`src/rtl/dfe_rate_ctrl_pkg.sv`:
```
// Shared DFE definitions: reconfiguration FSM states, the largest legal
// decimation exponent and the settle-length formula.
package dfe_rate_ctrl_pkg;

  typedef enum logic [1:0] {
    ST_IDLE    = 2'd0,
    ST_QUIESCE = 2'd1,
    ST_APPLY   = 2'd2,
    ST_SETTLE  = 2'd3
  } dfe_state_e;

  localparam logic [2:0] K_MAX = 3'd4;

  // Settle time in sample ticks: fixed base plus one CIC delay line per
  // stage at the new decimation factor 2^k.
  function automatic int unsigned settle_len(input int unsigned base,
                                             input int unsigned stages,
                                             input logic [2:0]  k);
    return base + (stages << k);
  endfunction

endpackage

```
`src/rtl/dfe_rate_ctrl_settle_cnt.sv`:
```
// Loadable settle down-counter: decrements on each tick, stops at zero and
// flags the tick that expires a count of one.
module dfe_settle_cnt #(
  parameter int unsigned CNT_WIDTH = 8,
  parameter int unsigned RST_VAL   = 11
) (
  input  logic                 clk,
  input  logic                 rst,
  input  logic                 load,
  input  logic [CNT_WIDTH-1:0] load_val,
  input  logic                 tick,
  output logic                 done
);

  logic [CNT_WIDTH-1:0] count;

  // NOTE: registers are written with <= so every flop samples the values
  // from before the edge; = here would create order-dependent races.
  always_ff @(posedge clk) begin
    if (rst) begin
      count <= CNT_WIDTH'(RST_VAL);
    end else if (load) begin
      count <= load_val;
    end else if (tick && (count != '0)) begin
      count <= count - 1'b1;
    end
  end

  assign done = tick && (count == CNT_WIDTH'(1));

endmodule

```
`src/rtl/dfe_rate_ctrl.sv`:
```
// DFE rate controller: accepts CIC decimation / notch reconfiguration
// requests, quiesces the datapath, applies them and waits for it to settle.
module dfe_rate_ctrl
  import dfe_rate_ctrl_pkg::*;
#(
  parameter int unsigned SETTLE_BASE = 8,
  parameter int unsigned CIC_STAGES  = 3,
  parameter int unsigned CNT_WIDTH   = 8
) (
  input  logic       CLK,
  input  logic       RST,
  input  logic       sample_tick,
  input  logic       cfg_valid,
  output logic       cfg_ready,
  input  logic [2:0] cfg_k,
  input  logic       cfg_notch_en,
  output logic       filter_enable,
  output logic [4:0] CIC_Decimation_Factor,
  output logic       out_valid,
  output logic       busy,
  output logic       cfg_err
);

  localparam int unsigned MAX_SETTLE = settle_len(SETTLE_BASE, CIC_STAGES, K_MAX);
  localparam int unsigned RST_SETTLE = settle_len(SETTLE_BASE, CIC_STAGES, 3'd0);

  // The settle counter must hold the longest settle length without wrapping.
  if (CNT_WIDTH < 32 && MAX_SETTLE >= (32'd1 << CNT_WIDTH)) begin : g_cnt_width_check
    $error("dfe_rate_ctrl: CNT_WIDTH too small for the longest settle length");
  end

  dfe_state_e           state;
  dfe_state_e           next_state;
  logic [2:0]           cur_k;
  logic [2:0]           req_k;
  logic                 req_notch;
  logic                 accept;
  logic                 cfg_illegal;
  logic                 cfg_same;
  logic                 start;
  logic                 cnt_done;
  logic [CNT_WIDTH-1:0] load_val;

  assign accept      = cfg_valid && cfg_ready;
  assign cfg_illegal = cfg_k > K_MAX;
  assign cfg_same    = (cfg_k == cur_k) && (cfg_notch_en == filter_enable);
  assign start       = accept && !cfg_illegal && !cfg_same;
  assign load_val    = CNT_WIDTH'(settle_len(SETTLE_BASE, CIC_STAGES, req_k));

  // NOTE: next_state gets its default before the case so every path assigns
  // it; a missing assignment in always_comb would infer a latch.
  always_comb begin
    next_state = state;
    unique case (state)
      ST_IDLE:    if (start)       next_state = ST_QUIESCE;
      ST_QUIESCE: if (sample_tick) next_state = ST_APPLY;
      ST_APPLY:                    next_state = ST_SETTLE;
      ST_SETTLE:  if (cnt_done)    next_state = ST_IDLE;
      default:                     next_state = ST_IDLE;
    endcase
  end

  always_ff @(posedge CLK) begin
    if (RST) begin
      state                 <= ST_SETTLE;
      cfg_ready             <= 1'b0;
      busy                  <= 1'b1;
      out_valid             <= 1'b0;
      cfg_err               <= 1'b0;
      filter_enable         <= 1'b0;
      CIC_Decimation_Factor <= 5'd1;
      cur_k                 <= 3'd0;
      req_k                 <= 3'd0;
      req_notch             <= 1'b0;
    end else begin
      state     <= next_state;
      cfg_ready <= (next_state == ST_IDLE);
      busy      <= (next_state != ST_IDLE);
      cfg_err   <= accept && cfg_illegal;
      if (state == ST_IDLE && start) begin
        req_k     <= cfg_k;
        req_notch <= cfg_notch_en;
        out_valid <= 1'b0;
      end
      // The datapath sees the new configuration only once it is quiesced.
      if (state == ST_APPLY) begin
        cur_k                 <= req_k;
        filter_enable         <= req_notch;
        CIC_Decimation_Factor <= 5'd1 << req_k;
      end
      if (state == ST_SETTLE && cnt_done) begin
        out_valid <= 1'b1;
      end
    end
  end

  dfe_settle_cnt #(
    .CNT_WIDTH (CNT_WIDTH),
    .RST_VAL   (RST_SETTLE)
  ) u_settle_cnt (
    .clk      (CLK),
    .rst      (RST),
    .load     (state == ST_APPLY),
    .load_val (load_val),
    .tick     (sample_tick && (state == ST_SETTLE)),
    .done     (cnt_done)
  );

endmodule

```
`config.mk`:
```
export PLATFORM = sky130hd
export DESIGN_NAME = dfe_rate_ctrl
export DESIGN_NICKNAME = d
export VERILOG_FILES = /design/src/rtl/dfe_rate_ctrl_pkg.sv /design/src/rtl/dfe_rate_ctrl_settle_cnt.sv /design/src/rtl/dfe_rate_ctrl.sv
export SDC_FILE = /design/constraint.sdc
export NUM_CORES = 1
export LEC_CHECK = 0
export CELL_PAD_IN_SITES_DETAIL_PLACEMENT = 2
export CELL_PAD_IN_SITES_GLOBAL_PLACEMENT = 2
export CORE_MARGIN = 5
export CORE_UTILIZATION = 29
export CTS_CLUSTER_SIZE = 10
export DETAILED_ROUTE_END_ITERATION = 10
export PLACE_DENSITY = 0.8
export SYNTH_ARGS = -nofsm -noshare
export SYNTH_HDL_FRONTEND = slang
export SYNTH_SLANG_ARGS = --single-unit
```
`constraint.sdc`:
```
create_clock -name CLK -period 1.84 [get_ports CLK]
set_clock_uncertainty 0.15 [all_clocks]
set_input_delay 0.368 -clock CLK [delete_from_list [all_inputs] [get_ports CLK]]
set_output_delay 0.368 -clock CLK [all_outputs]
set_load 0.02 [all_outputs]
```
# Word level (Yosys, flattened, before mapping)
# Cells that the tools add are included.
# word_totals
reg_bits	27
input_bits	8
output_inout_bits	10
elab_cells	48
# op_classes
add_sub_neg	2
order_cmp	1
n_eq_ne	6
shift	2
n_mux	8
n_reduce_logical	18
# op_table
cell	n
2-to-1 mux 8 bit	2
logical AND 1 bit	10
adder 4 x 8 -> 8 bit (first input constant)	1
== test 8 x 1 -> 1 bit (second input constant)	1
one-hot mux 2 bit (4 select lines)	1
nonzero test 8 bit	1
left shift 2 x 3 -> 8 bit (first input constant)	1
subtractor 8 x 1 -> 8 bit (second input constant)	1
2-to-1 mux 2 bit	3
nonzero test 2 bit	3
left shift 1 x 3 -> 5 bit (first input constant)	1
== test 2 bit (second input constant)	2
zero test 2 bit	2
== test 3 bit	1
> comparator 3 bit (second input constant)	1
== test 2 x 1 -> 1 bit (second input constant)	1
zero test 1 bit	2
2-to-1 mux 1 bit	2
== test 1 bit	1

# Logic depth before layout (Yosys ltp)
# Gate-level depths: netlist of the first run.
# depth
ltp_word	7
ltp_mapped	7
mapped_depth_nobuf	7

# By module
# From an unflattened synthesis of the first run, not the netlist that was laid out.
# unflattened
hier_cells	170
area_unflattened_um2	1505.2
# modules_own_cells
mod	n_inst	cells_per_inst	area_each_um2
dfe_rate_ctrl	1	102	928.4
dfe_settle_cnt	1	68	576.8

# Least setup slack after synthesis of the first run
# No wires, ideal clock.
# synth_timing
path_type	register -> register
from	register u_settle_cnt.count[5]
to	register u_settle_cnt.count[7]
setup_time_ns	0.103
t_arrival_ns	1.526
required_ns	1.587
setup_slack_ns	0.061
path_stages_with_launch	5
period_less_slack_ns	1.779
path_cell_list	dfxtp_1 -> or4_4 -> o41ai_1 -> nor3_1 -> a2111oi_2
# synth_between
elab_chain_cells	3
word_cells_on_any_way	6
# synth_rtl
element	line_no	rtl
start, declared	dfe_rate_ctrl_settle_cnt.sv:15	logic [CNT_WIDTH-1:0] count;
start signal, assigned	dfe_rate_ctrl_settle_cnt.sv:21	count <= CNT_WIDTH'(RST_VAL);
start signal, assigned	dfe_rate_ctrl_settle_cnt.sv:23	count <= load_val;
start signal, assigned	dfe_rate_ctrl_settle_cnt.sv:25	count <= count - 1'b1;
subtractor 8 x 1 -> 8 bit / nonzero test 8 bit (equally long branches)	dfe_rate_ctrl_settle_cnt.sv:25, dfe_rate_ctrl_settle_cnt.sv:24	
2-to-1 mux 8 bit / logical AND 1 bit (equally long branches)	dfe_rate_ctrl_settle_cnt.sv:24	end else if (tick && (count != '0)) begin
2-to-1 mux 8 bit / nonzero test 2 bit (equally long branches)	-	
# Parallel ways exist; a longest one is shown, timed or not. The select of a mux whose other input is x is not followed.
# A chain may end at the register's enable or synchronous reset.

# Final worst setup path of the first run
# Same ends and word-level chain as after synthesis.

==> results.toml, run 1 <==
[run_status]
status = "complete, but fails checks"
violations = "negative setup slack"

[synthesis]
async_flop_share_pct = 0
synthTopCellsByArea = "dfxtp_1 41%, ha_1 7.5%, a21oi_1 6.0%"
synth_warnings = 0
synth_most_common_cell = "dfxtp_1"
netlist_area_mm2 = 0.00133
netlist_instances = 154
synth_cell_type_count = 32
syn-num-nets = 170
syn_avg_cell_area_um2 = 8.65
synth_edf_count = 0
synth_flop_cell = "dfxtp_1"
yosys-top-cells-count = "27 x dfxtp_1, 20 x nor2_1, 16 x a21oi_1"
synth_top_area_cell = "dfxtp_1"
ys_seq_area_share_pct = 40.6
ys_ff_latch = 27
synth.top_cell.area_share_pct = 40.6

[setup_path]
rrSetupSlack_ps = -60
required_ps = 1850
cpMaxStageDelayCell = "or4_4"
cp_max_fo = 3
worstPathArrival_ps = 1910
cpPeakStageDelay_ps = 580
cp_num_buf_inv = 0
path_cells = "or4_4 -> o41ai_4 -> o41ai_4 -> nor3_2 -> a2111oi_2"
cp_top_family = "simple AND/OR/NAND/NOR gates"
crit_type = "reg2reg"
cp_common_cell = "o41ai_4"
worstSetupEndpointType = "flop"
cp-start-kind = "flop"

[finish]
final_cell_count_no_fill = 249
nets = 214
drive_above_1_share_pct = 33.0
n_antenna_cell = 0
fillers = 475
area_growth_pct = 47.8

[floorplan]
initial_core_util_pct = 30.2
die_x_um = 77.8
die_h_um = 77.8
core_area_mm2 = 0.00441
rows = 24
io_pins = 18
dieArea_mm2 = 0.00605

[detailed_routing]
ant_nets = 0
drt_iter0_drc = 39
drt-pass1-iter-count = 4
wl_per_cell_um = 18.6
drc_errors = 0
via_count = 1283
wl_mm = 4.64
vias_per_cell = 5.15

[placement]
dp_cells = 240
port_buffers = 17
hpwl_mm = 3.13
gp_congestion = 0.808

[power]
p_leak_uw = 0.000778
power_density_mw_per_mm2 = 552
peakVddDrop_v = 0.000434

[sta]
max_freq_mhz = 526
layout_min_cycle_time_ps = 1900
finalHoldViolCount = 0
min_period_over_period_pct = 103
rsz0062_at_grt = "yes"
setup_slack_ps = -61.9
timing.setup.tns_ps = -61.9
worstMarginPinSlew_ps = 323
setup_violations = 1
maxSlewHeadroom_pct = 78.3
drv_slew = 0

[clock_network]
cts.clk_slew.worst_paths_ps = 100
insertion_delay_ps = 280
hold_buffers = 0
clock-sinks = 27
numCtsBuffers = 3
cts_tree = "built"
cts_max_level = 1
clockBufferDepth = 2
cts-root-buf = "clkbuf_8"

[global_routing]
antenna_found_initial = 0
grt_pass1_wl_mm = 7.28
grt_max_degree = 27
grt_overflow = 0
grt_pass1_vias = 1441
grt_use_total_pct = 15.0

[run]
max_cap_viol_count = 0

[min_path]
holdCritPathClass = "in2reg"
-- worst min-delay path: stages --
cell and delay [ps]:
dlymetal6s2s_1 140, a21oi_1 80, o21bai_1 110
-- through the flow --
stage / hold slack [ps] / area (um^2) / util (%) / worst slack, ps / power, uW
2_1_floorplan: 281 / 1330 / - / 61.0 / 660
3_3_place_gp: 293 / 1730 / 39.3 / -299 / 709
3_5_place_dp: 306 / 1730 / 39.3 / -354 / 717
4_1_cts: 321 / 1840 / 41.8 / -65.0 / 1080
5_1_grt: 307 / 1970 / 44.6 / -121 / 1140
6_report: 304 / 1970 / 44.6 / -61.9 / 1090
-- power breakdown --
| group | switching [uW] | internal [uW] |
|---|---|---|
| combinational | 67.1 | 71.9 |
| sequential | 10.3 | 587 |
| clock | 199 | 152 |
-- kinds of logic after synthesis --
kind of cell,Yosys count,synth area share (%)
xor+xnor,10,6.57
buf+inv,14,3.94
compound gates,33,17.0
flops,27,40.6
simple gates,57,20.6
mux,5,3.85
fa+ha+maj,8,7.51
-- state kept, by name (all words and copies together) (netlist names) --
name and count:
cfg_err 1, req_k 3, cfg_ready 1, filter_enable 1, u_settle_cnt.count 8, cur_k 3
busy 1, CIC_Decimation_Factor 5, out_valid 1, req_notch 1, state 2
-- layer usage --
layer / up-vias / GRT usage, % / wire length, um / part of all wire, %
li1: 624 / - / - / -
met1: 633 / 16.6 / 1940 / 42
met2: 20 / 28.5 / 2500 / 54
met3: 6 / 3.01 / 123 / 2.6
met4: 0 / 4.12 / 72 / 1.6
met5: - / 0 / 0 / 0
-- final timing paths --
| check | cells after the start | end | start |
|---|---|---|---|
| setup / recovery | 5 | u_settle_cnt.count[7] | u_settle_cnt.count[5] |
| hold / removal | 3 | state[1] | sample_tick |
| setup reg to reg | 5 | u_settle_cnt.count[7] | u_settle_cnt.count[5] |
| hold reg to reg | 2 | cfg_err | cfg_ready |
-- area by class of cell --
class,instances,area (um^2),share of cell area (%)
Clock inverter,1,5.00,0.254
Clock buffer,3,41.3,2.10
Inverter,7,26.3,1.33
Timing Repair Buffer,46,413,21.0
Multi-Input combinational cell,113,861,43.7
Sequential cell,27,558,28.3
Tap cell,52,65.1,3.30
-- cells in the final DEF, fill, tap and decap left out, types with 2 or more instances in the layout --
cell type        netlist  final
a211oi_1               5      4
xnor2_2                0      2
o21bai_1               2      2
o21ai_0                3      2
nand3_1                2      2
nor4_2                 0      2
mux2i_1                4      3
buf_6                  0      2
o41ai_4                0      2
dfxtp_4                0      4
clkdlybuf4s50_1        0     15
a21oi_1               16     16
nor3_1                 4      3
xor2_1                 3      3
buf_4                  0     26
inv_1                  7      5
dlymetal6s2s_1         0      2
nor2_1                20     17
clkbuf_8               0      3
nand2b_1               2      2
xnor2_1                7      5
nand2_1               15     14
dfxtp_1               27     21
inv_2                  0      2
ha_1                   8      6
and3_1                 4      3
dfxtp_2                0      2
nor2_2                 0      3
-- what timing repair did --
action,4_1_cts,5_1_grt
gates cloned,0,1
pin swaps,4,4
endpoints found under the hold margin,0,0
endpoints found under the setup margin,8,12
resized for setup,12,27
buffers inserted,1,3
No activity file was read; power rests on OpenSTA's default activity.
==> run 2, diff against run 1 <==
--- a/config.mk
+++ b/config.mk
@@ -8,10 +8,10 @@
 export CELL_PAD_IN_SITES_DETAIL_PLACEMENT = 2
 export CELL_PAD_IN_SITES_GLOBAL_PLACEMENT = 2
 export CORE_MARGIN = 5
-export CORE_UTILIZATION = 29
+export CORE_UTILIZATION = 32
 export CTS_CLUSTER_SIZE = 10
 export DETAILED_ROUTE_END_ITERATION = 10
-export PLACE_DENSITY = 0.8
+export PLACE_DENSITY = 0.83
 export SYNTH_ARGS = -nofsm -noshare
 export SYNTH_HDL_FRONTEND = slang
 export SYNTH_SLANG_ARGS = --single-unit
==> constraint.sdc (replaced) <==
create_clock -name CLK -period 2 [get_ports CLK]
set_clock_uncertainty 0.15 [all_clocks]
set_input_delay 0.4 -clock CLK [delete_from_list [all_inputs] [get_ports CLK]]
set_output_delay 0.4 -clock CLK [all_outputs]
set_load 0.02 [all_outputs]
==> results.toml, run 2 (synthesis gave the netlist of run 1 again) <==
[run_status]
status = "finished, final reports clean"

[floorplan]
core_area_mm2 = 0.00403
die_h_um = 74.5
initial_core_util_pct = 33.1
rows = 23
dieArea_mm2 = 0.00555
die_x_um = 74.5
io_pins = 18

[sta]
drv_slew = 0
max_freq_mhz = 526
layout_min_cycle_time_ps = 1900
finalHoldViolCount = 0
worstMarginPinSlew_ps = 342
rsz0062_at_grt = "no"
timing.setup.tns_ps = 0
setup_violations = 0
maxSlewHeadroom_pct = 77.2
min_period_over_period_pct = 95.1

[power]
power_density_mw_per_mm2 = 555
peakVddDrop_v = 0.000295
p_leak_uw = 0.000665

[clock_network]
cts.clk_slew.worst_paths_ps = 100
hold_buffers = 0
cts_max_level = 1
cts-root-buf = "clkbuf_8"
clockBufferDepth = 2
cts_tree = "built"
clock-sinks = 27
numCtsBuffers = 3
insertion_delay_ps = 270

[global_routing]
grt_pass1_vias = 1373
grt_use_total_pct = 16.3
grt_pass1_wl_mm = 6.89
antenna_found_initial = 0
grt_overflow = 0
grt_max_degree = 27

[finish]
reg.largest.list = "u_settle_cnt.count: 8 flops, CIC_Decimation_Factor: 5 flops"
nets = 202
max_flop_register = "u_settle_cnt.count"
area_growth_pct = 30.0
final_cell_area_mm2 = 0.00173
final_common_cell = "dfxtp_1"
n_antenna_cell = 0
drive_above_1_share_pct = 16.2
largest_register_ffs = 8
layout_common_cells = "26 x dfxtp_1, 20 x nor2_1, 17 x clkdlybuf4s50_1"

[setup_path]
worstSetupEndpointType = "flop"
cp_common_cell = "o41ai_1"
worstPathArrival_ps = 1910
cp_max_fo = 3
worst_r2r_path_depth = 5
required_ps = 2010
cpPeakStageDelay_ps = 550
cpMaxStageDelayCell = "or4_4"
crit_type = "reg2reg"
path_cells = "or4_4 -> o41ai_1 -> o41ai_1 -> nor3_1 -> a2111oi_2"
cp-start-kind = "flop"

[min_path]
holdCritPathClass = "reg2reg"
hold_path_depth = 2

[placement]
gp_congestion = 0.794
port_buffers = 17
place_area_mm2 = 0.00168
hpwl_mm = 3.19

[detailed_routing]
wl_per_cell_um = 17.6
via_count = 1224
ant_nets = 0
drc_errors = 0
drt_iter0_drc = 41
vias_per_cell = 5.21
drt-pass1-iter-count = 4
wl_mm = 4.15

[run]
max_cap_viol_count = 0
[run 2: cell types whose count changed in the layout (fill, tap and decap cells not counted), sizes merged]
cell           before  now
buf                29   17
dlymetal6s2s        2    0
clkdlybuf4s50      15   17
[run 2: worst max-delay path: cells and delay by family (launching register included)]
kind             cells  cell delay (ps)
AND/OR/NAND/NOR      2              780
flip-flops           1              360
AO/OA/AOI/OAI        3              500
[run 2: path summary, 6_finish.rpt]
check | slack, ps | endpoint | startpoint
max | 100 | u_settle_cnt.count[7] | u_settle_cnt.count[5]
min | 320 | cur_k[0] | cur_k[0]
max reg2reg | 100 | u_settle_cnt.count[7] | u_settle_cnt.count[5]
min reg2reg | 320 | cur_k[0] | cur_k[0]
[run 2: report_power, final]
| group | internal, uW | leakage [uW] | switching (uW) |
|---|---|---|---|
| Combinational | 46.6 | 0.000421 | 44.6 |
| Clock | 140 | 0.0000255 | 178 |
| Sequential | 544 | 0.000219 | 8.64 |
| Total | 730 | 0.000665 | 231 |
[run 2: stage by stage]
stage / total power, uW / hold slack (ps) / cells / util [%] / worst slack [ps]
3_5_place_dp: 656 / 316 / 231 / 41.7 / -270
4_1_cts: 963 / 329 / 235 / 42.9 / 20.7
3_3_place_gp: 648 / 298 / 231 / 41.7 / -54.3
6_report: 961 / 324 / 235 / 43.0 / 97.8
5_1_grt: 1000 / 362 / 235 / 43.0 / 18.6
2_1_floorplan: 607 / 281 / 154 / - / 221
[run 2: repair_timing]
| item | in CTS | in global routing |
|---|---|---|
| endpoints found under the setup margin | 1 | 6 |
| resized for setup | 1 | 2 |
| setup buffers | 0 | 0 |
[run 2: routing by layer]
layer	vias to the layer above	GRT usage [%]	wire length, um
met5	-	0	0
met4	0	2.96	20
met1	615	20.1	1840
met2	12	30.0	2170
li1	595	-	-
met3	2	2.70	116
[run 2: layout make-up]
class	instances	area (um^2)
Sequential cell	27	542
Clock buffer	3	41.3
Inverter	7	26.3
Fill cell	467	2300
Multi-Input combinational cell	113	746
Tap cell	50	62.6
Timing Repair Buffer	34	310
Clock inverter	1	5.00
==> run 3, diff against run 2 <==
--- a/config.mk
+++ b/config.mk
@@ -7,6 +7,7 @@
 export LEC_CHECK = 0
 export CELL_PAD_IN_SITES_DETAIL_PLACEMENT = 2
 export CELL_PAD_IN_SITES_GLOBAL_PLACEMENT = 2
+export CORE_ASPECT_RATIO = 0.5
 export CORE_MARGIN = 5
 export CORE_UTILIZATION = 32
 export CTS_CLUSTER_SIZE = 10
==> results.toml, run 3 (synthesis gave the netlist of run 1 again) <==
[detailed_routing]
drc_errors = 0
ant_nets = 0
via_count = 1247
wl_per_cell_um = 19.1
drt_iter0_drc = 27
wl_mm = 4.64
vias_per_cell = 5.13
drt-pass1-iter-count = 4

[sta]
hold_ws_ps = 318
finalHoldViolCount = 0
setup_slack_ps = 28.3
maxSlewHeadroom_pct = 65.6
drv_slew = 0
rsz0062_at_grt = "yes"
setup_violations = 0
max_freq_mhz = 507
worstMarginPinSlew_ps = 515
min_period_over_period_pct = 98.6
layout_min_cycle_time_ps = 1970

[power]
p_leak_uw = 0.000699
power_density_mw_per_mm2 = 539
peakVddDrop_v = 0.000223

[finish]
fillers = 435
max_flop_register = "u_settle_cnt.count"
area_growth_pct = 36.0
final_common_cell = "dfxtp_1"
largest_register_ffs = 8
fin_util_pct = 45.7
nets = 206
seqCellArea_um2 = 546
drive_above_1_share_pct = 22.8
n_antenna_cell = 0
reg.largest.list = "u_settle_cnt.count: 8 flops, CIC_Decimation_Factor: 5 flops"
multiInputGateArea_um2 = 798
layout_common_cells = "23 x dfxtp_1, 21 x buf_4, 20 x nor2_1"

[floorplan]
dieArea_mm2 = 0.00563
rows = 16
io_pins = 18
die_h_um = 55.6
core_area_mm2 = 0.00396
die_x_um = 101
initial_core_util_pct = 33.6

[run]
max_cap_viol_count = 0

[global_routing]
grt_pass1_vias = 1426
grt_use_met1_pct = 21.0
grt_use_total_pct = 16.1
grt_pass1_wl_mm = 7.28
grt_max_degree = 16
antenna_found_initial = 0
grtUsageMet3_pct = 3.50
top_usage_layer = "met2"
use_met2_pct = 26.7
grt_overflow = 0

[run_status]
status = "finished, final reports clean"

[clock_network]
cts_max_level = 1
numCtsBuffers = 3
cts.clk_slew.worst_paths_ps = 100
clockBufferDepth = 2
cts_tree = "built"
insertion_delay_ps = 280
hold_buffers = 0
cts-root-buf = "clkbuf_8"
clock-sinks = 27

[setup_path]
cp_max_fo = 6
path_cells = "or4_4 -> o41ai_4 -> nor3_2 -> a2111oi_2"
crit_type = "reg2reg"
worstSetupEndpointType = "flop"
cp-start-kind = "flop"
cpMaxStageDelayCell = "or4_4"
cpPeakStageDelay_ps = 580
required_ps = 2030
worstPathArrival_ps = 2000

[placement]
gp_congestion = 0.778
post-place-ws_ps = -188
port_buffers = 17
hpwl_mm = 3.00

[min_path]
holdCritPathClass = "reg2reg"
-- run 3: changes by cell type in the layout (fill, tap and decap cells not counted), sizes merged --
| cell | delta |
|---|---|
| buf | +4 |
-- run 3: path summary, 6_finish.rpt --
path                              start               endpoint  slack (ps)  cells after the start
setup / recovery  u_settle_cnt.count[2]  u_settle_cnt.count[7]          30                      4
hold / removal                cfg_ready                cfg_err         320                      2
setup reg to reg  u_settle_cnt.count[2]  u_settle_cnt.count[7]          30                      4
hold reg to reg               cfg_ready                cfg_err         320                      2
-- run 3: through the flow --
stage	TNS [ps]	instance area, um^2	total power [uW]	cells
5_1_grt	-128	1810	1020	243
3_3_place_gp	-1010	1690	649	238
2_1_floorplan	0	1330	607	154
6_report	0	1810	976	243
3_5_place_dp	-1660	1690	655	238
4_1_cts	0	1750	970	242
-- run 3: area by class of cell --
cell class / count / share of cell area (%)
Tap cell: 54 / 3.73
Inverter: 7 / 1.45
Clock inverter: 1 / 0.276
Timing Repair Buffer: 38 / 18.1
Clock buffer: 3 / 2.28
Multi-Input combinational cell: 113 / 44.1
Sequential cell: 27 / 30.1
-- run 3: repair_timing --
action | in CTS | in global routing
setup endpoints to repair | 1 | 4
pin swaps | 0 | 2
resized for setup | 2 | 11
buffers inserted | 0 | 1
-- run 3: routing by layer --
metal,vias up,share of wire [%]
li1,602,-
met3,4,3.1
met5,-,0
met4,0,0.82
met2,18,50
met1,623,46
-- run 3: where the power goes --
part | switching, uW | internal [uW]
sequential | 13.2 | 544
combinational | 49.0 | 52.0
clock | 177 | 140
-- run 3: critical path, delay by kind of cell, from the launching register on --
family          cells  cell delay [ps]
compound gates      2              670
flops               1              380
simple gates        2              670
==> RTL edit 1 (flow settings as in run 2) <==
Put one more register stage on the output `cfg_err`, without a reset. The value now appears one clock later. The other outputs are not delayed to match.
--- a/src/rtl/dfe_rate_ctrl.sv
+++ b/src/rtl/dfe_rate_ctrl.sv
@@ -23,6 +23,8 @@
 
   localparam int unsigned MAX_SETTLE = settle_len(SETTLE_BASE, CIC_STAGES, K_MAX);
   localparam int unsigned RST_SETTLE = settle_len(SETTLE_BASE, CIC_STAGES, 3'd0);
+
+  logic cfg_err_s0;
 
   // The settle counter must hold the longest settle length without wrapping.
   if (CNT_WIDTH < 32 && MAX_SETTLE >= (32'd1 << CNT_WIDTH)) begin : g_cnt_width_check
@@ -66,7 +68,7 @@
       cfg_ready             <= 1'b0;
       busy                  <= 1'b1;
       out_valid             <= 1'b0;
-      cfg_err               <= 1'b0;
+      cfg_err_s0            <= 1'b0;
       filter_enable         <= 1'b0;
       CIC_Decimation_Factor <= 5'd1;
       cur_k                 <= 3'd0;
@@ -76,7 +78,7 @@
       state     <= next_state;
       cfg_ready <= (next_state == ST_IDLE);
       busy      <= (next_state != ST_IDLE);
-      cfg_err   <= accept && cfg_illegal;
+      cfg_err_s0 <= accept && cfg_illegal;
       if (state == ST_IDLE && start) begin
         req_k     <= cfg_k;
         req_notch <= cfg_notch_en;
@@ -106,5 +108,9 @@
     .done     (cnt_done)
   );
 
+  always_ff @(posedge CLK) begin
+    cfg_err <= cfg_err_s0;
+  end
+
 endmodule
 
Check against the original RTL: same outputs for any inputs over 10 cycles, from zero or initial values and one cycle with RST high; that may be too few to reach the edited logic, so the function may still have changed.
==> RTL edit 1 against run 2 <==
Global-route usage increased by 1.0 points. Via count up 3.7%. Worst hold slack got worse by 140 ps. Total power increased by 6.7%. Sequential share of layout area rose by 0.80 points. Setup slack got worse by 62 ps. Final area is 2.0% higher. Critical path depth fell by 1. Synthesized cell count is 0.65% higher. Area after synthesis is 1.5% higher. Routed wire length rose by 14%. Sequential cell count grew 1.
==> RTL edit 1: results (changes against run 2) <==
Global route
  • Via count of the first global-routing pass: 1443 (+5.1%)
  • Global-route wire length before repair: 7210 µm (+4.7%)
  • Global routing met2 resource utilization: 0.329 (+0.0293)
  • Grt met1 use: 0.191 (-0.00994)
  • Met3 demand-to-capacity share in global routing: 0.0360 (+0.00902)
  • Tot GR Track Use: 0.173 (+0.0103)

Timing
  • Relative slew slack: 0.675 (-0.0968)
  • Max Transition Viols Final: 0 (unchanged)
  • Worst Hold Margin: 189 ps (-135 ps)

Placement
  • Setup slack at placement: -326 ps (-55.7 ps)
  • HPWL after detailed placement: 3300 µm (+3.4%)
  • Gpl congestion: 0.764 (-3.8%)

Routing
  • Total wire length after detailed routing: 4730 µm (+14%)
  • Drt initial violations: 43 (+4.9%)
  • Final antenna-violating net count: 0 (unchanged)
  • Via count normalized by instance count: 5.40 (+3.7%)
  • Detailed-routing iteration count for the pre-antenna-repair pass: 4 (unchanged)

Yosys
  • Number of warnings issued by yosys: 0 (unchanged)
  • Register area share after synthesis: 0.414 (+0.00880)
  • Leading post-synthesis cells by cell area: sky130_fd_sc_hd__dfxtp_1, sky130_fd_sc_hd__ha_1, sky130_fd_sc_hd__a21oi_1
  • Commonest cells in the netlist: sky130_fd_sc_hd__dfxtp_1, sky130_fd_sc_hd__nor2_1, sky130_fd_sc_hd__a21oi_1, sky130_fd_sc_hd__nand2_1, sky130_fd_sc_hd__ha_1
  • Number of distinct library cells after synthesis: 32 (unchanged)
  • Post-Syn Nets: 171 (+0.59%)

Pwr
  • Net load switching power: 242 µW (+4.4%)
  • Leakage power figure: 0.696 nW (+4.6%)
  • Worst voltage drop across the vdd grid: 0.390 mV (+32%)

Clock tree
  • Longest Clk Path Bufs: 2 (unchanged)
  • Clock network latency to the later pin of the worst-skew pair: 280 ps

Setup path
  • FF-to-FF setup slack: 40 ps (-60 ps)
  • Largest stage delay on the critical path: 560 ps
  • Path depth of the worst reg2reg path: 4 (-1)

Min path
  • HP Class: reg -> reg
  • Hold depth: 0 (-2)
  • WHS Endpoint: cfg_err
  • Min-Delay Startpoint: cfg_err_s0

Outcome
  • Status: complete, no violations

Finish
  • Layout cell share with drive strength beyond 1: 0.184 (+0.0216)
  • Count of filler cells inserted in the layout: 441 (-5.6%)
==> RTL edit 1: logic make-up after synthesis <==
logic type                 Yosys count  synth area share
and+or+nand+nor                     57             0.203
AOI/OAI and AO/OA                   33             0.167
DFF                                 28             0.414
buffers and inverters               14            0.0389
xor gates and xnor gates            10            0.0648
adders and majority gates            8            0.0740
muxes                                5            0.0379
==> RTL edit 1: what timing repair did <==
action	4_1_cts	5_1_grt
buffers inserted	0	1
hold buffers	0	0
resized for setup	2	9
pin swaps	0	3
setup endpoints to repair	5	8
hold endpoints to repair	0	0
==> RTL edit 1: power by group through the flow <==
stage | Clock, mW | Sequential (mW) | Combinational (mW)
after global placement | 0 | 0.584 | 0.0792
final | 0.363 | 0.572 | 0.0911
after global routing | 0.392 | 0.572 | 0.100
after detailed placement | 0 | 0.585 | 0.0856
after CTS | 0.376 | 0.573 | 0.0865
after floorplan | 0 | 0.582 | 0.0453
==> RTL edit 1: metrics by stage <==
step	std cells	area, µm²
3_5_place_dp	230	1670
6_report	235	1770
5_1_grt	235	1770
2_1_floorplan	155	1350
3_3_place_gp	230	1670
4_1_cts	234	1730
==> RTL edit 1: worst max-delay path by stage <==
stage / slack [ps] / end / depth (start not counted) / start
finish: 40 / u_settle_cnt.count[7] / 4 / u_settle_cnt.count[5]
global route: -60 / u_settle_cnt.count[7] / 4 / u_settle_cnt.count[5]
CTS: 20 / u_settle_cnt.count[7] / 4 / u_settle_cnt.count[5]
detailed placement: -330 / req_k[0] / 7 / cfg_k[0]
global placement: -100 / u_settle_cnt.count[0] / 7 / sample_tick
floorplan: 220 / u_settle_cnt.count[7] / 4 / u_settle_cnt.count[5]
==> RTL edit 1: area by class of cell <==
cell class                      instances  area share
Multi-Input combinational cell        113       0.431
Sequential cell                        28       0.321
Timing Repair Buffer                   33       0.167
Tap cell                               50      0.0354
Clock buffer                            4      0.0311
Inverter                                7      0.0149
==> RTL edit 1: critical path, delay by kind of cell, from the launching register on <==
family	cells	cell delay, ps
AO/OA/AOI/OAI	2	690
AND/OR/NAND/NOR	2	670
flip-flops	1	370
==> RTL edit 1: per-layer routing <==
metal,share of wire,vias up
li1,-,599
met1,0.41,643
met2,0.55,20
met3,0.029,7
met4,0.014,0
met5,0,-
==> RTL edit 2 (flow settings as in run 2) <==
Without the edit above. `CNT_WIDTH` is set to 8 in 2 places; all go to 6.
--- a/src/rtl/dfe_rate_ctrl_settle_cnt.sv
+++ b/src/rtl/dfe_rate_ctrl_settle_cnt.sv
@@ -1,7 +1,7 @@
 // Loadable settle down-counter: decrements on each tick, stops at zero and
 // flags the tick that expires a count of one.
 module dfe_settle_cnt #(
-  parameter int unsigned CNT_WIDTH = 8,
+  parameter int unsigned CNT_WIDTH = 6,
   parameter int unsigned RST_VAL   = 11
 ) (
   input  logic                 clk,
--- a/src/rtl/dfe_rate_ctrl.sv
+++ b/src/rtl/dfe_rate_ctrl.sv
@@ -5,7 +5,7 @@
 #(
   parameter int unsigned SETTLE_BASE = 8,
   parameter int unsigned CIC_STAGES  = 3,
-  parameter int unsigned CNT_WIDTH   = 8
+  parameter int unsigned CNT_WIDTH   = 6
 ) (
   input  logic       CLK,
   input  logic       RST,
Check against the original RTL: no difference found for any inputs over 10 cycles, from zero or initial values and one cycle with RST high; that may be too few to reach the edited logic, so the function may still have changed.
==> RTL edit 2 against run 2 <==
Maximum frequency down 1.9%. Total power is 3.5% lower. Sequential cell count fell by 2. Via count up 1.4%. Count of clock-buffer cells in the layout unchanged. Global-route usage up 2.1 points. Final area is 1.1% lower. Setup slack worse by 37 ps. Routed wire length increased by 8.8%. Clock power grew 3%. Synthesized cell count unchanged. Area after synthesis fell by 0.94%. Critical endpoint is now state[0]. Largest power group unchanged.
==> RTL edit 2: results (changes against run 2) <==
Placement
  • Gpl congestion: 0.884 (+11%)
  • DP Area: 1650 µm² (-1.5%)
  • HPWL after detailed placement: 3440 µm (+7.6%)
  • Setup slack at placement: -318 ps (-47.7 ps)

Routing
  • Routed met1 length: 1970 µm (+7.1%)
  • WL met3: 91 µm (-22%)
  • Total wire length after detailed routing: 4510 µm (+8.8%)
  • Via count normalized by instance count: 5.28 (+1.4%)

Yosys
  • Register area share after synthesis: 0.379 (-0.0265)
  • Share of the synthesized netlist area taken by xor and xnor gates: 0.0332 (-0.0326)
  • Commonest cells in the netlist: sky130_fd_sc_hd__nand2_1, sky130_fd_sc_hd__dfxtp_1, sky130_fd_sc_hd__a21oi_1, sky130_fd_sc_hd__inv_1
  • Post-synthesis mux area share: 0.0379 (-0.000583)

Finish
  • Final cell utilization of the core: 0.429 (-0.00160)
  • Sequential share of cell area: 0.293 (-0.0199)
  • Multi-input gate area in the final layout: 759 µm² (+1.8%)
  • Layout cell share with drive strength beyond 1: 0.151 (-0.0108)
  • Registers with the most flip-flops: u_settle_cnt.count x6, CIC_Decimation_Factor x5
  • Inverters, non-clock: 11 (+4)
  • Clock buffers and inverters, area share: 0.0285 (+0.00175)

Global route
  • Met3 demand-to-capacity share in global routing: 0.0243 (-0.00270)
  • Pin count of the biggest net entering global routing: 16 (-41%)
  • Grt met1 use: 0.222 (+0.0213)

Setup path
  • Reg-to-reg endpoint: u_settle_cnt.count[5]
  • Crit path arrival time: 1950 ps (+40 ps)
  • Startpoint of the lowest-slack register-to-register path: req_k[0]
  • Endpoint of the worst setup timing path: state[0]
  • Largest stage delay on the critical path: 500 ps (-50 ps)

Pwr
  • Worst voltage drop across the vdd grid: 0.218 mV (-26%)
  • Leakage power figure: 0.681 nW (+2.3%)

Outcome
  • Status: complete, no violations

Min path
  • Min-Delay Startpoint: req_notch
  • WHS Endpoint: filter_enable
## RTL edit 2: cell count changes after synthesis, sizes merged, moves of 3 or more
| cell | change |
|---|---|
| inv | +4 |
| xnor2 | -6 |
| a211oi | -4 |
| nor2 | -12 |
| o32a | +3 |
| nand2 | +11 |
| a211o | +3 |
## RTL edit 2: kinds of logic (layout without fill, tap and decap cells)
family / after synthesis / count (layout)
AND/OR/NAND/NOR: 58 / 58
AO/OA/AOI/OAI: 35 / 35
flip-flops: 25 / 25
buffers and inverters: 18 / 49
adder cells (fa/ha/maj): 8 / 8
XOR/XNOR: 5 / 5
multiplexers: 5 / 5
## RTL edit 2: report_power, final
group	leakage, nW	internal [mW]	switching (mW)
registers	0.202	0.503	0.00588
logic	0.457	0.0439	0.0479
clock network	0.0217	0.142	0.185
## RTL edit 2: what timing repair did
action | CTS | global route
hold buffers | 0 | 0
resized for setup | 0 | 5
endpoints found under the setup margin | 2 | 12
cloned | 0 | 0
hold endpoints to repair | 0 | 0
pin swaps | 2 | 1
